===== src/rtl/mb_search_sched.sv =====
// mb_search_sched: steps a frame's macroblocks through INIT/RUN/FLUSH/REPORT and tracks the best SAD candidate.
module mb_search_sched #(
  parameter int SAD_W        = 16,
  parameter int INIT_CYCLES  = 73,
  parameter int ROW_CYCLES   = 24,
  parameter int SEARCH_ROWS  = 16,
  parameter int CAND_X       = 16,
  parameter int FLUSH_CYCLES = 8,
  parameter int MB_COLS      = 22,
  parameter int MB_ROWS      = 18
) (
  input  logic             clk,
  input  logic             rst,
  input  logic             start,
  output logic             busy,
  output logic             done,
  output logic             ctr_rst_n,
  output logic             en_init,
  input  logic             sad_valid,
  input  logic [SAD_W-1:0] sad_in,
  output logic             mv_valid,
  input  logic             mv_ready,
  output logic [4:0]       mv_x,
  output logic [4:0]       mv_y,
  output logic [SAD_W-1:0] min_sad,
  output logic [4:0]       mb_x,
  output logic [4:0]       mb_y,
  output logic             err
);
  localparam int RUN_CYCLES = ROW_CYCLES * SEARCH_ROWS;
  localparam int N_CAND = CAND_X * SEARCH_ROWS;
  localparam int CNT_W = $clog2(N_CAND + 1);
  typedef enum logic [2:0] {IDLE, INIT, RUN, FLUSH, REPORT} state_t;
  state_t state_q, state_d;
  logic [15:0] cyc_q, cyc_d;
  logic [CNT_W-1:0] cnt_q, cnt_d;
  logic [4:0] cand_x_q, cand_x_d, cand_y_q, cand_y_d, mv_x_q, mv_x_d, mv_y_q, mv_y_d;
  logic [4:0] mb_x_q, mb_x_d, mb_y_q, mb_y_d;
  logic [SAD_W-1:0] min_sad_q, min_sad_d;
  logic err_q, err_d, done_q, done_d;
  logic capture, take, cand_x_wrap, mb_x_wrap, last_mb;
  assign capture = (state_q == RUN || state_q == FLUSH) && sad_valid;
  assign take = capture && cnt_q < CNT_W'(N_CAND);
  assign cand_x_wrap = cand_x_q == 5'(CAND_X - 1);
  assign mb_x_wrap = mb_x_q == 5'(MB_COLS - 1);
  assign last_mb = mb_x_wrap && mb_y_q == 5'(MB_ROWS - 1);
  always_comb begin
    state_d = state_q;
    cyc_d = cyc_q + 16'd1;
    cnt_d = cnt_q;
    cand_x_d = cand_x_q;
    cand_y_d = cand_y_q;
    mv_x_d = mv_x_q;
    mv_y_d = mv_y_q;
    mb_x_d = mb_x_q;
    mb_y_d = mb_y_q;
    min_sad_d = min_sad_q;
    err_d = err_q;
    done_d = 1'b0;
    if (take) begin
      cnt_d = cnt_q + 1'b1;
      cand_x_d = cand_x_wrap ? 5'd0 : cand_x_q + 5'd1;
      cand_y_d = cand_x_wrap ? cand_y_q + 5'd1 : cand_y_q;
      if (sad_in < min_sad_q) begin
        min_sad_d = sad_in;
        mv_x_d = cand_x_q;
        mv_y_d = cand_y_q;
      end
    end
    if (capture && !take) err_d = 1'b1;
    case (state_q)
      IDLE: if (start) begin
        state_d = INIT;
        mb_x_d = 5'd0;
        mb_y_d = 5'd0;
        err_d = 1'b0;
      end
      INIT: if (cyc_q == 16'(INIT_CYCLES - 1)) state_d = RUN;
      RUN: if (cyc_q == 16'(RUN_CYCLES - 1)) state_d = FLUSH;
      FLUSH: if (cyc_q == 16'(FLUSH_CYCLES - 1)) begin
        state_d = REPORT;
        if (cnt_d < CNT_W'(N_CAND)) err_d = 1'b1;
      end
      REPORT: if (mv_ready) begin
        state_d = last_mb ? IDLE : INIT;
        done_d = last_mb;
        mb_x_d = mb_x_wrap ? 5'd0 : mb_x_q + 5'd1;
        mb_y_d = last_mb ? 5'd0 : mb_x_wrap ? mb_y_q + 5'd1 : mb_y_q;
      end
      default: state_d = IDLE;
    endcase
    if (state_d != state_q) cyc_d = 16'd0;
    // every macroblock search starts from a clean best-candidate record
    if (state_d == INIT && state_q != INIT) begin
      min_sad_d = '1;
      cand_x_d = 5'd0;
      cand_y_d = 5'd0;
      mv_x_d = 5'd0;
      mv_y_d = 5'd0;
      cnt_d = '0;
    end
  end
  always_ff @(posedge clk or posedge rst) begin
    if (rst) begin
      state_q <= IDLE;
      cyc_q <= 16'd0;
      cnt_q <= '0;
      cand_x_q <= 5'd0;
      cand_y_q <= 5'd0;
      mv_x_q <= 5'd0;
      mv_y_q <= 5'd0;
      mb_x_q <= 5'd0;
      mb_y_q <= 5'd0;
      min_sad_q <= '1;
      err_q <= 1'b0;
      done_q <= 1'b0;
    end else begin
      state_q <= state_d;
      cyc_q <= cyc_d;
      cnt_q <= cnt_d;
      cand_x_q <= cand_x_d;
      cand_y_q <= cand_y_d;
      mv_x_q <= mv_x_d;
      mv_y_q <= mv_y_d;
      mb_x_q <= mb_x_d;
      mb_y_q <= mb_y_d;
      min_sad_q <= min_sad_d;
      err_q <= err_d;
      done_q <= done_d;
    end
  end
  assign busy = state_q != IDLE;
  assign done = done_q;
  assign ctr_rst_n = state_q == INIT || state_q == RUN || state_q == FLUSH;
  assign en_init = state_q == INIT;
  assign mv_valid = state_q == REPORT;
  assign mv_x = mv_x_q;
  assign mv_y = mv_y_q;
  assign min_sad = min_sad_q;
  assign mb_x = mb_x_q;
  assign mb_y = mb_y_q;
  assign err = err_q;
endmodule


===== config.mk =====
export PLATFORM = sky130hd
export DESIGN_NAME = mb_search_sched
export DESIGN_NICKNAME = d
export VERILOG_FILES = /design/src/rtl/mb_search_sched.sv
export SDC_FILE = /design/constraint.sdc
export NUM_CORES = 1
export LEC_CHECK = 0
export CAP_MARGIN = 10
export CORE_MARGIN = 2
export CORE_UTILIZATION = 50
export DETAILED_ROUTE_END_ITERATION = 12
export PLACE_DENSITY = 0.74
export SLEW_MARGIN = 5
export SYNTH_ARGS = -nofsm -noshare
export SYNTH_HDL_FRONTEND = slang
export SYNTH_SLANG_ARGS = --single-unit

===== constraint.sdc =====
create_clock -name clk -period 5.1 [get_ports clk]
set_input_delay 1.02 -clock clk [delete_from_list [all_inputs] [get_ports clk]]
set_output_delay 1.02 -clock clk [all_outputs]
set_load 0.1 [all_outputs]

==> flow_summary.json <==
{
  "run_status": "completed",
  "postCtsHoldBufs": 0,
  "ir_drop_v": 0.000112,
  "grt_pass1_wl_microns": 14500,
  "syn_area_sq_mm": 0.00416,
  "finalPower_w": 0.00115,
  "drive_gt1_share_pct": 11.9,
  "syn_avg_cell_area_sq_um": 9.82,
  "ant_nets": 0,
  "p_int_w": 0.000910,
  "yosys_warnings": 0,
  "finalCriticalPeriod_ns": 3.54,
  "layout.nets": 527,
  "die_w_microns": 95.3,
  "cts-resized-gates": 0,
  "wl_per_cell_microns": 14.1,
  "hold_viol_final": 0,
  "holdCritStartpoint": "mb_y[4]",
  "drtIter0Drc": 168,
  "syn_nets": 469,
  "numCtsBuffers": 9,
  "arrival_ns": 2.52,
  "finalWeightedCongestion": 0.774,
  "dieHeight_microns": 95.3,
  "crit_slowest_cell": "clkdlybuf4s50_1",
  "cts_setup_buffers": 0,
  "synth_most_common_cell": "dfrtp_1",
  "synth_top_area_share_pct": 36.1,
  "combPwrFrac_pct": 3.7,
  "cts_tree": "done",
  "rsz0062_at_grt": "false",
  "r2r_cells": 7,
  "crit_chain": "inv_1 -> nor3_1 -> clkdlybuf4s50_1",
  "ys_ff_latch": 76,
  "crit_type": "reg -> out",
  "start_util_pct": 51.2,
  "synth_commonest_cells": "60 x dfrtp_1, 52 x nand2_1, 35 x inv_1, 32 x nor2_1, 24 x ha_1",
  "core_area_sq_mm": 0.00813,
  "grt_max_degree": 41,
  "clk_latency_ns": 0.35,
  "area_growth_pct": 21.7,
  "antenna_cells": 0,
  "slew_viol_final": 0,
  "startpoint_type": "flip-flop",
  "yosysSeqAreaShare_pct": 46.2,
  "setup-violations-final": 0,
  "rr_startpoint": "mb_x[1]",
  "p_seq_share_pct": 52.5,
  "synthArstFlopShare_pct": 100,
  "portBuffers": 62,
  "skew_ns": 0.00990,
  "die_area_sq_mm": 0.00907,
  "fmax_mhz": 283,
  "sw_frac_of_total_pct": 20.9,
  "synth.area.top_cells": "dfrtp_1 36%, dfstp_2 10%, ha_1 7.2%",
  "cts_sinks": 76,
  "dp.final_hpwl_microns": 5950,
  "grt_pass1_vias": 3149,
  "min_to": "mb_y[4]",
  "tns_ns": 0,
  "syn-instance-count": 424,
  "cp_max_fo": 9,
  "antenna_found_initial": 0,
  "clkSlewWorstSetupHoldPaths_ns": 0.08,
  "min_delay_path_depth": 1,
  "power.leakage_nw": 2.35,
  "relSlewSlack_pct": 22.1,
  "period_share_pct": 69.3,
  "tightest_slew_ns": 1.17,
  "clk_path_buf_depth": 2,
  "root_buffer": "clkbuf_8",
  "finalWirelength_microns": 8360,
  "drt_pass1_iterations": 4,
  "htreeDepth": 3,
  "num_io_pins": 63,
  "end_kind": "primary output",
  "drc": 0,
  "switchingPower_w": 0.000240,
  "synth.distinct_cells": 50,
  "synth_edf_count": 0,
  "reg2reg_slack_ns": 2.05,
  "power_density_mw_per_mm2": 227,
  "viasPerCell": 5.34,
  "num_rows": 33,
  "ys.flop_type": "dfrtp_1",
  "worst_r2r_endpoint": "cyc_q[9]",
  "grt_overflow_total": 0,
  "clockPowerShare_pct": 43.8,
  "vias": 3162,
  "synth_top_area_cell": "dfrtp_1",
  "cap_violations": 0,
  "grt_use_total_pct": 20.3,
  "hold_class": "reg -> reg",
  "cp.required_ns": 4.08,
  "slowest_delay_ns": 1.19
}
==> flip-flops by register name, summed over array words and instances (netlist names) <==
| signal | count |
|---|---|
| cand_x_q | 5 |
| mv_y | 5 |
| cand_y_q | 5 |
| done | 1 |
| mb_x | 5 |
| mb_y | 5 |
| min_sad | 16 |
| mv_x | 5 |
| state_q | 3 |
| cnt_q | 9 |
| cyc_q | 16 |
| err | 1 |
==> how the worst max path moves through the flow <==
| stage | startpoint | end | slack (ns) | depth (start not counted) |
|---|---|---|---|---|
| 3_5_place_dp | mv_ready | cyc_q[9] | 1.52 | 5 |
| 4_1_cts | state_q[0] | en_init | 1.53 | 3 |
| 2_1_floorplan | state_q[0] | en_init | 1.38 | 3 |
| 5_1_grt | state_q[0] | en_init | 1.44 | 3 |
| 6_report | state_q[0] | en_init | 1.56 | 3 |
| 3_3_place_gp | mv_ready | cyc_q[12] | 1.63 | 5 |
==> per-stage QoR <==
step           hold WS (ns)  setup WS [ns]  instances  util (%)  cell area (sq um)
6_report              0.519           1.56        592      62.3               5070
5_1_grt               0.552           1.44        592      62.3               5070
4_1_cts               0.516           1.53        592      62.3               5070
3_5_place_dp          0.500           1.52        576      59.6               4850
3_3_place_gp          0.508           1.63        576      59.6               4850
2_1_floorplan         0.482           1.38        424         -               4160
==> final cells by class <==
type | instances | area (sq um)
Inverter | 35 | 131
Sequential cell | 76 | 1920
Clock inverter | 4 | 72.6
Multi-Input combinational cell | 296 | 2030
Timing Repair Buffer | 64 | 636
Clock buffer | 12 | 145
Tap cell | 105 | 131
Fill cell | 689 | 3070
==> logic make-up (layout without fill, tap and decap cells) <==
group	count (synthesis)	after routing	synth area share, %
AND/OR/NAND/NOR	164	164	20.0
AO/OA/AOI/OAI	50	50	7.87
multiplexers	31	31	7.93
flip-flops	76	76	46.2
buffers and inverters	52	115	5.20
XOR/XNOR	27	27	5.68
adder cells (fa/ha/maj)	24	24	7.21
==> metal layers <==
layer  global-route usage [%]  vias to the layer above  share of wire [%]
li1                         -                     1567                  -
met1                     27.4                     1528                 46
met2                     32.9                       53                 49
met3                     3.16                       14                3.8
met4                     8.33                        0                1.7
met5                        0                        -                  0
==> placed cells by master (no fill, tap or decap), drive strengths merged, types with 4 or more instances in the layout <==
master         synthesis  layout
a21oi                 12      12
and2                   6       6
clkbuf                 8      12
clkdlybuf4s50          0      62
dfrtp                 60      60
dfstp                 16      16
ha                    24      24
inv                   35      35
mux2                  16      16
mux2i                 15      15
nand2                 52      52
nand3                 16      16
nand4                 10      10
nor2                  32      32
nor2b                  5       5
nor3                  23      23
o21a                   4       4
o21ai                 17      17
xnor2                 11      11
xor2                  16      16
==> worst max-delay path: cells and delay by family (launching register included) <==
kind          cells  cell delay (ns)
flops             1             0.52
buf+inv           2             1.35
simple gates      1             0.29
==> power groups by stage <==
stage / logic [W] / registers [W] / clock network [W]
6_report: 0.0000424 / 0.000604 / 0.000504
5_1_grt: 0.0000479 / 0.000604 / 0.000544
4_1_cts: 0.0000436 / 0.000604 / 0.000515
3_5_place_dp: 0.0000431 / 0.000615 / 0
3_3_place_gp: 0.0000426 / 0.000615 / 0
2_1_floorplan: 0.0000149 / 0.000618 / 0
Note: power is estimated with default switching activity, not from simulation.
